--- src/rtl/fifo_uart_tx.sv ---
// fifo_uart_tx: pops bytes from an 8-entry FIFO read port and shifts each
// out as an asynchronous frame (start, 8 data bits LSB first, stop).
// Optional feature macro: FIFO_UART_TX_PARITY_EN adds an even-parity bit
// between the data bits and the stop bit (11-bit frame).
module fifo_uart_tx #(
  parameter int CLKS_PER_BIT = 16
) (
  input  logic       clk,
  input  logic       rst,
  input  logic       enable,
  input  logic       fifo_empty,
  input  logic [7:0] fifo_data,
  output logic       fifo_rd_enb,
  output logic       tx,
  output logic       busy,
  output logic [7:0] byte_cnt
);

  localparam int BAUD_W = (CLKS_PER_BIT > 1) ? $clog2(CLKS_PER_BIT) : 1;
  localparam logic [BAUD_W-1:0] BAUD_LAST = BAUD_W'(CLKS_PER_BIT - 1);

  typedef enum logic [2:0] {
    IDLE  = 3'd0,
    POP   = 3'd1,
    LOAD  = 3'd2,
    START = 3'd3,
    DATA  = 3'd4,
`ifdef FIFO_UART_TX_PARITY_EN
    PAR   = 3'd5,
`endif
    STOP  = 3'd6
  } state_t;

  state_t            state;
  state_t            state_nxt;
  logic [BAUD_W-1:0] baud_cnt;
  logic [2:0]        bit_cnt;
  logic [7:0]        shift_q;
  logic              baud_last;
  logic              can_start;

`ifdef FIFO_UART_TX_PARITY_EN
  logic              par_q;

  function automatic logic even_parity(input logic [7:0] b);
    return ^b;
  endfunction
`endif

  assign baud_last = (baud_cnt == BAUD_LAST);
  assign can_start = enable && !fifo_empty;

  // State register; reset drops any frame in flight and parks the line high.
  always_ff @(posedge clk) begin
    if (rst) state <= IDLE;
    else     state <= state_nxt;
  end

  // Next-state and Moore output decode.
  always_comb begin
    state_nxt   = state;
    tx          = 1'b1;
    fifo_rd_enb = 1'b0;
    busy        = (state != IDLE);
    case (state)
      IDLE:  if (can_start) state_nxt = POP;
      POP: begin
        fifo_rd_enb = 1'b1;
        state_nxt   = LOAD;
      end
      LOAD:  state_nxt = START;
      START: begin
        tx = 1'b0;
        if (baud_last) state_nxt = DATA;
      end
      DATA: begin
        tx = shift_q[0];
        if (baud_last && bit_cnt == 3'd7) begin
`ifdef FIFO_UART_TX_PARITY_EN
          state_nxt = PAR;
`else
          state_nxt = STOP;
`endif
        end
      end
`ifdef FIFO_UART_TX_PARITY_EN
      PAR: begin
        tx = par_q;
        if (baud_last) state_nxt = STOP;
      end
`endif
      STOP: begin
        tx = 1'b1;
        if (baud_last) state_nxt = can_start ? POP : IDLE;
      end
      default: state_nxt = IDLE;
    endcase
  end

  // Baud and bit counters: cleared at LOAD, baud wraps every bit period,
  // bit counter advances once per data bit.
  always_ff @(posedge clk) begin
    if (rst || state == LOAD) begin
      baud_cnt <= '0;
      bit_cnt  <= 3'd0;
    end else if (state == START || state == DATA || state == STOP
`ifdef FIFO_UART_TX_PARITY_EN
                 || state == PAR
`endif
                 ) begin
      baud_cnt <= baud_last ? '0 : baud_cnt + BAUD_W'(1);
      if (state == DATA && baud_last) bit_cnt <= bit_cnt + 3'd1;
    end
  end

  // Completed-frame counter, bumped on the final stop-bit cycle.
  always_ff @(posedge clk) begin
    if (rst)                          byte_cnt <= 8'd0;
    else if (state == STOP && baud_last) byte_cnt <= byte_cnt + 8'd1;
  end

  // Data shift register: loaded from the FIFO read data, shifted per bit.
  always_ff @(posedge clk) begin
    if (state == LOAD)                   shift_q <= fifo_data;
    else if (state == DATA && baud_last) shift_q <= {1'b0, shift_q[7:1]};
  end

`ifdef FIFO_UART_TX_PARITY_EN
  // Parity is taken from the whole byte at load, before shifting destroys it.
  always_ff @(posedge clk) begin
    if (state == LOAD) par_q <= even_parity(fifo_data);
  end
`endif

endmodule

--- config.mk ---
export PLATFORM = sky130hd
export DESIGN_NAME = fifo_uart_tx
export DESIGN_NICKNAME = d
export VERILOG_FILES = /design/src/rtl/fifo_uart_tx.sv
export SDC_FILE = /design/constraint.sdc
export NUM_CORES = 1
export LEC_CHECK = 0
export CORE_MARGIN = 1.5
export CORE_UTILIZATION = 55
export DETAILED_ROUTE_END_ITERATION = 8
export GPL_ROUTABILITY_DRIVEN = 0
export PLACE_DENSITY = 0.8
export SLEW_MARGIN = 5
export SYNTH_ARGS = -nofsm -noshare
export SYNTH_HDL_FRONTEND = slang
export SYNTH_SLANG_ARGS = --single-unit
--- constraint.sdc ---
create_clock -name clk -period 2.5 [get_ports clk]
set_input_delay 0.5 -clock clk [delete_from_list [all_inputs] [get_ports clk]]
set_output_delay 0.5 -clock clk [all_outputs]
set_load 0.03 [all_outputs]
=== Yosys cells after proc, flatten, opt, wreduce, memory -nomap -nowiden ===
Cells that the tools add are included.

* Eq/ne operators: 11
* Add/subtract/negate cells: 3
* Reductions and logical operators: 13
* Multiplexer cells: 11

{| class="wikitable"
|+ Operators by type and width
! cell !! count
|-
| $pmux 3 s6 || 1
|-
| $mux 8 || 2
|-
| $mux 3 || 4
|-
| $eq 3x3->1 const B || 3
|-
| $add 8x1->8 const B || 1
|-
| $ne 2x2->1 const B || 4
|-
| $eq 3x2->1 const B || 2
|-
| $add 4x1->4 const B || 1
|-
| $eq 4x4->1 const B || 1
|-
| $logic_and 1x1->1 || 4
|-
| $mux 4 || 1
|-
| $reduce_and 4->1 || 1
|-
| $add 3x1->3 const B || 1
|-
| $eq 3x1->1 const B || 1
|-
| $logic_not 3->1 || 1
|-
| $logic_or 1x1->1 || 3
|-
| $reduce_bool 3->1 || 1
|-
| $mux 1 || 2
|-
| $pmux 1 s2 || 1
|-
| $reduce_and 2->1 || 1
|-
| $reduce_bool 2->1 || 1
|-
| $logic_not 1->1 || 1
|}

* Output and inout bits: 11
* Register bits after elaboration: 26
* Word-level logic and storage cells: 43

=== Depth between registers and ports, before layout ===
Gate-level depths: netlist (run 1).

* Depth in word-level cells: 5
* Gate-level depth with buffers: 5
* Depth with buffers taken out: 5

=== Worst setup path before layout (run 1) ===
Ideal clock, no wire load.

* Path kind: register -> output
* Start: register state[1]
* End: output fifo_rd_enb
* Buffers on the path: 2
* Arrival time: 1.386 ns
* Data required time: 2.000 ns
* Path slack: 0.614 ns
* Cell stages (with the launch flop): 4
* Path through: dfxtp_1 > buf_2 > clkbuf_1 > nor3b_1

* Word-level cells in the longest chain between the ends: 2

{| class="wikitable"
|+ Ends and longest elaborated chain
! what !! RTL line !! source
|-
| start, declared || 34 || <nowiki>state_t state;</nowiki>
|-
| start signal, assigned || 56 || <nowiki>else state <= state_nxt;</nowiki>
|-
| $eq 3x1->1 || 65 || <nowiki>case (state)</nowiki>
|-
| $mux 1 || 65 ||
|-
| end, declared || 13 || <nowiki>output logic fifo_rd_enb,</nowiki>
|}

Every way passes these cells.

=== Worst setup path after layout (run 1) ===
* Start: register state[2]
* End: output tx

* Word-level cells in the longest chain between the ends: 2
* Elaborated cells between the ends (all ways): 3
* Classes of those cells: eq/ne (2); mux (1)

{| class="wikitable"
|+ Ends and longest elaborated chain
! what !! RTL line !! source
|-
| $eq 3x3->1 or $eq 3x2->1 (tied branches) || 65 ||
|-
| $pmux 1 s2 * || 65 ||
|-
| end, declared || 14 || <nowiki>output logic tx,</nowiki>
|}

Every way passes the cells marked *; elsewhere a longest branch is shown, timed or not.

==> out/metrics.cfg, run 1 <==
[floorplanning]
floorplan.io_pins = 23
fp.dieH_um = 53.5
initial_utilization_pct = 57.2
core_area_um2 = 2450
row_count = 18
die-width_um = 53.5
die_area_um2 = 2860

[setup_path]
critPathRequiredTime_ns = 2.00
end_kind = output port
arrival_ns = 1.86
start_kind = flip-flop
critPathKind = reg -> out
worstPathMaxFanout = 12

[clock_tree]
clk_pin_slew_ns = 0.13
cts-root-to-sink-buffers = 2
clock-sinks = 26
cts_made_buffers = 3
cts_htree_levels = 1
cts.hold.buffers_added = 0
insertion_delay_ns = 0.33
tritoncts_clock_tree = built
post_cts.repair.setup_buffers = 0
clock-root-buffer = sky130_fd_sc_hd__clkbuf_4

[synth]
synth_fp_nets = 166
syn-cell-area_um2 = 1400
synth.top_cell.area_share_pct = 25.7
synthFlopType = sky130_fd_sc_hd__dfxtp_1
ys_ff_latch = 26
biggest_area_contributors_in_the_synthesized_netlist = sky130_fd_sc_hd__dfxtp_1, sky130_fd_sc_hd__edfxtp_1, sky130_fd_sc_hd__nand2_1
ys_async_sr_fraction_pct = 0
synth.yosys.warnings = 0
ys_types = 47
synth-edff-count = 8
synth_top_cell_by_area = sky130_fd_sc_hd__dfxtp_1
syn-instance-count = 150
postSynthAreaPerCell_um2 = 9.36
seq_area_frac_synth_pct = 42.8

[placed_design]
place.detailed.instances = 199
dp.final_hpwl_um = 2160
setup_ws_pre_cts_ns = 0.449
io_buffers = 22

[global_route]
grt_max_degree = 17
grt_overflow_total = 0
global_route.peak_usage_layer = met2
grt_util_met2_pct = 38.1
met3_usage_pct = 6.21
first_global_vias = 1112
grt_use_total_pct = 23.8
antenna_found_initial = 0
wire_length_of_the_first_global_routing_pass_um = 4870
global_route.usage.met1_pct = 31.2

[drt]
ratio_of_routed_vias_to_standard_cells = 6.04
detailedRoute.firstPassIterationCount = 4
routed-via-count = 1226
drc_marker_count_from_the_first_detailed_route_iteration = 47
final_antenna_net_count = 0
routed_len_inst_um = 14.7
wl_um = 2980
drc_errors = 0

[layout]
n_antenna_cell = 0
layout-area-overhead-vs-synth_pct = 20.7
final_layout_size_suffix_gt1_share_pct = 13.9
fillerInstances = 193
layout.core_utilization_pct = 69.0
final_cells = 203
num-nets-final = 190

[timing]
maxSlewViolCount = 0
rsz0062_at_grt = no
timing.setup.tns_ns = 0
fmax_ghz = 0.424
fin_ws_ns = 0.142
final_min_period_over_clock_period_pct = 94.3
finalHoldViolCount = 0
timing.max_slew.rel_slack_pct = 68.4
report.final.setup_viol = 0
post_route_minimum_period_ns = 2.36
clock_skew_ns = 0.0167
holdWs_ns = 0.495
slew_of_the_pin_with_the_lowest_slew_margin_ns = 0.470

[power_and_ir_drop]
power.ir.vdd_worst_v = 0.000648
power-per-cell-area_nw_per_um2 = 514
static-leakage-power_uw = 0.000605

[status]
outcome = finished clean

[worst_hold_path]
timing.hold.worst.class = reg -> reg

[flow_run]
maxcap_violations = 0

[through the flow]
step                      total power [µW]  area (µm²)
final                                  871        1690
after global routing                   914        1690
after CTS                              877        1690
after detailed placement               664        1660
after global placement                 657        1660
after floorplan                        605        1400
[repair_timing]
action	4_1_cts	5_1_grt
setup endpoints to repair	0	2
endpoints found under the hold margin	0	0
resized for setup	0	1
[worst max-delay path, cell delays in order, from the launching register on]
cell	delay, ns
sky130_fd_sc_hd__dfxtp_1	0.54
sky130_fd_sc_hd__nand3b_1	0.19
sky130_fd_sc_hd__o31a_1	0.15
sky130_fd_sc_hd__clkdlybuf4s50_1	0.66
[path summary, 6_finish.rpt]
| path | startpoint | end | slack [ns] | depth (start not counted) |
|---|---|---|---|---|
| min reg2reg | bit_cnt[1] | bit_cnt[1] | 0.49 | 2 |
| max reg2reg | baud_cnt[0] | shift_q[7] | 0.55 | 4 |
| max | state[2] | tx | 0.14 | 3 |
| min | bit_cnt[1] | bit_cnt[1] | 0.49 | 2 |
[power breakdown]
part | switching (µW) | internal (µW)
Clock | 126 | 89.3
Sequential | 23.0 | 471
Combinational | 85.8 | 76.3
[cell type report]
class	count	area [µm²]	area share, %
multi-input combinational	111	742	43.8
clock buffer	4	36.3	2.14
timing repair buffer	27	258	15.2
sequential	26	602	35.5
tap	30	37.5	2.22
inverter	5	18.8	1.11
[cells in the final DEF, fill, tap and decap left out, types with 3 or more instances in the layout]
master,count
sky130_fd_sc_hd__nand4b_1,3
sky130_fd_sc_hd__clkdlybuf4s50_1,22
sky130_fd_sc_hd__edfxtp_1,8
sky130_fd_sc_hd__nand2_1,25
sky130_fd_sc_hd__inv_1,5
sky130_fd_sc_hd__o31ai_1,5
sky130_fd_sc_hd__a31o_2,3
sky130_fd_sc_hd__mux2i_1,3
sky130_fd_sc_hd__ha_1,4
sky130_fd_sc_hd__a21oi_1,9
sky130_fd_sc_hd__nor2_1,3
sky130_fd_sc_hd__nand3_1,11
sky130_fd_sc_hd__buf_4,5
sky130_fd_sc_hd__dfxtp_1,17
sky130_fd_sc_hd__clkbuf_4,3
sky130_fd_sc_hd__nor2b_1,4
sky130_fd_sc_hd__or4_1,5
[per-layer routing]
metal / vias to the layer above / share of wire (%) / wire (µm)
met2: 35 / 48 / 1420
met5: - / 0 / 0
li1: 607 / - / -
met3: 2 / 3.6 / 108
met4: 0 / 0.50 / 15
met1: 582 / 48 / 1430
[flip-flops by register name, summed over array words and instances, names as in the netlist]
| register | flops |
|---|---|
| state | 3 |
| byte_cnt | 8 |
| shift_q | 8 |
| baud_cnt | 4 |
| bit_cnt | 3 |
[cell usage after synthesis, types with 2 or more instances]
library cell and number:
sky130_fd_sc_hd__nand2_1 25, sky130_fd_sc_hd__a31o_2 3, sky130_fd_sc_hd__nor2_1 3, sky130_fd_sc_hd__nand2b_1 2, sky130_fd_sc_hd__buf_4 2, sky130_fd_sc_hd__a211o_1 2, sky130_fd_sc_hd__dfxtp_1 18, sky130_fd_sc_hd__or3_2 2
sky130_fd_sc_hd__ha_1 4, sky130_fd_sc_hd__a31oi_1 2, sky130_fd_sc_hd__nand3_1 11, sky130_fd_sc_hd__clkbuf_1 2, sky130_fd_sc_hd__a21oi_1 9, sky130_fd_sc_hd__or4_1 5, sky130_fd_sc_hd__mux2i_1 3, sky130_fd_sc_hd__nand4_1 2
sky130_fd_sc_hd__nor2b_1 4, sky130_fd_sc_hd__edfxtp_1 8, sky130_fd_sc_hd__inv_1 5, sky130_fd_sc_hd__o31ai_1 5, sky130_fd_sc_hd__nand3b_1 2, sky130_fd_sc_hd__mux2_2 2, sky130_fd_sc_hd__buf_2 3, sky130_fd_sc_hd__nand4b_1 3
[logic make-up after synthesis]
group	share of synthesized area (%)
compound gates	14.5
buf+inv	4.37
mux	3.74
flops	42.8
simple gates	30.3
fa+ha+maj	4.28
No activity file was read; power rests on OpenSTA's default activity.
==> run 2: changes to the inputs <==
==> constraint.sdc (replaced) <==
create_clock -name clk -period 2.5 [get_ports clk]
set_input_delay 0.375 -clock clk [delete_from_list [all_inputs] [get_ports clk]]
set_output_delay 0.375 -clock clk [all_outputs]
set_load 0.03 [all_outputs]
==> run 2 against run 1 <==
Net effect:
- via count shrank 0.41%
- wire length down 1.0%
- hold slack got worse by 0.0075 ns
- clock skew fell by 0.0068 ns
- highest routed layer unchanged
==> out/metrics.cfg, run 2 (synthesis gave the netlist of run 1 again) <==
[setup_path]
critical_path.max_stage_delay_ns = 0.68
start_kind = flip-flop
critPathRequiredTime_ns = 2.12
arrival_ns = 1.93
worstPathCellList = nand2b_1 -> o31a_1 -> clkdlybuf4s50_1
worstPathMaxFanout = 16
cp_slowest_cell = sky130_fd_sc_hd__clkdlybuf4s50_1
end_kind = output port
critPathKind = reg -> out

[clock_tree]
cts_resized = 0
cts_htree_levels = 1
cts.hold.buffers_added = 0
cts-root-to-sink-buffers = 2
clock-root-buffer = sky130_fd_sc_hd__clkbuf_4
insertion_delay_ns = 0.32
clk_pin_slew_ns = 0.14
clock-sinks = 26
post_cts.repair.setup_buffers = 0
cts_made_buffers = 3
tritoncts_clock_tree = built

[global_route]
grt_max_degree = 17
grt_use_total_pct = 22.2
wire_length_of_the_first_global_routing_pass_um = 4670
first_global_vias = 1084
antenna_found_initial = 0
grt_overflow_total = 0

[timing]
report.final.setup_viol = 0
timing.setup.tns_ns = 0
fmax_ghz = 0.434
fin_ws_ns = 0.198
finalHoldViolCount = 0
clock_skew_ns = 0.00990
maxSlewViolCount = 0
slew_of_the_pin_with_the_lowest_slew_margin_ns = 0.538
rsz0062_at_grt = no
timing.max_slew.rel_slack_pct = 64.0
post_route_minimum_period_ns = 2.30
final_min_period_over_clock_period_pct = 92.1
holdWs_ns = 0.487

[power_and_ir_drop]
static-leakage-power_uw = 0.000594
power.ir.vdd_worst_v = 0.000331
power-per-cell-area_nw_per_um2 = 501

[drt]
met2_wirelength_um = 1430
drc_errors = 0
routed-via-count = 1221
drc_marker_count_from_the_first_detailed_route_iteration = 20
dr_wl_met3_um = 94
routed_len_inst_um = 14.6
wl_um = 2950
met1_length_um = 1400
ratio_of_routed_vias_to_standard_cells = 6.04
detailedRoute.firstPassIterationCount = 4
final_antenna_net_count = 0
highest-signal-layer = met4

[floorplanning]
core_area_um2 = 2450
initial_utilization_pct = 57.2
fp.dieH_um = 53.5
row_count = 18
die-width_um = 53.5
die_area_um2 = 2860
floorplan.io_pins = 23

[layout]
final_layout_size_suffix_gt1_share_pct = 12.2
layout_common_cells = sky130_fd_sc_hd__nand2_1, sky130_fd_sc_hd__clkdlybuf4s50_1, sky130_fd_sc_hd__dfxtp_1
layout-area-overhead-vs-synth_pct = 19.3
layout_commonest_cell = sky130_fd_sc_hd__nand2_1
biggestRegsByFlops = byte_cnt (8), shift_q (8), baud_cnt (4)
num-nets-final = 189
n_antenna_cell = 0

[worst_hold_path]
timing.hold.worst.class = reg -> reg

[status]
outcome = finished clean

[placed_design]
io_buffers = 22
setup_ws_pre_cts_ns = 0.572
dp.final_hpwl_um = 2140

[flow_run]
maxcap_violations = 0

[run 2: cell types whose count changed in the layout (fill, tap and decap cells not counted)]
cell                       delta
sky130_fd_sc_hd__buf_4        -1
sky130_fd_sc_hd__clkbuf_1     +1
sky130_fd_sc_hd__dfxtp_1      +1
sky130_fd_sc_hd__clkbuf_8     -1
sky130_fd_sc_hd__dfxtp_2      -1
[run 2: report_power, final]
part	leakage, µW	internal, µW	switching, µW
Combinational	0.000358	75.2	86.4
Clock	0.0000150	62.4	124
Sequential	0.000221	470	22.0
Total	0.000594	608	232
[run 2: per-layer routing]
metal / GRT usage, % / vias to the layer above
met2: 38.1 / 24
met1: 29.2 / 590
li1: - / 603
met3: 2.82 / 4
met5: 0 / -
met4: 5.98 / 0
[run 2: worst max-delay path, delay by kind of cell (launching register included)]
kind / cells / cell delay [ns]
buffers and inverters: 1 / 0.68
flip-flops: 1 / 0.62
AND/OR/NAND/NOR: 1 / 0.19
AO/OA/AOI/OAI: 1 / 0.12
[run 2: area by class of cell]
type | count | area, µm²
clock buffer | 4 | 26.3
fill | 212 | 779
inverter | 5 | 18.8
multi-input combinational | 111 | 742
sequential | 26 | 601
tap | 30 | 37.5
timing repair buffer | 26 | 250
[run 2: final timing paths]
| check | from | end | slack (ns) | depth (start not counted) |
|---|---|---|---|---|
| setup / recovery | state[0] | tx | 0.20 | 3 |
| hold / removal | bit_cnt[1] | bit_cnt[1] | 0.49 | 2 |
| setup reg to reg | baud_cnt[0] | shift_q[3] | 0.57 | 4 |
| hold reg to reg | bit_cnt[1] | bit_cnt[1] | 0.49 | 2 |
[run 2: per-stage QoR]
stage | area [µm²] | power, µW | instances | util [%]
2_1_floorplan | 1400 | 605 | 150 | -
3_3_place_gp | 1650 | 657 | 198 | 67.2
3_5_place_dp | 1650 | 663 | 198 | 67.2
4_1_cts | 1680 | 847 | 202 | 68.2
5_1_grt | 1680 | 875 | 202 | 68.2
6_report | 1680 | 840 | 202 | 68.2
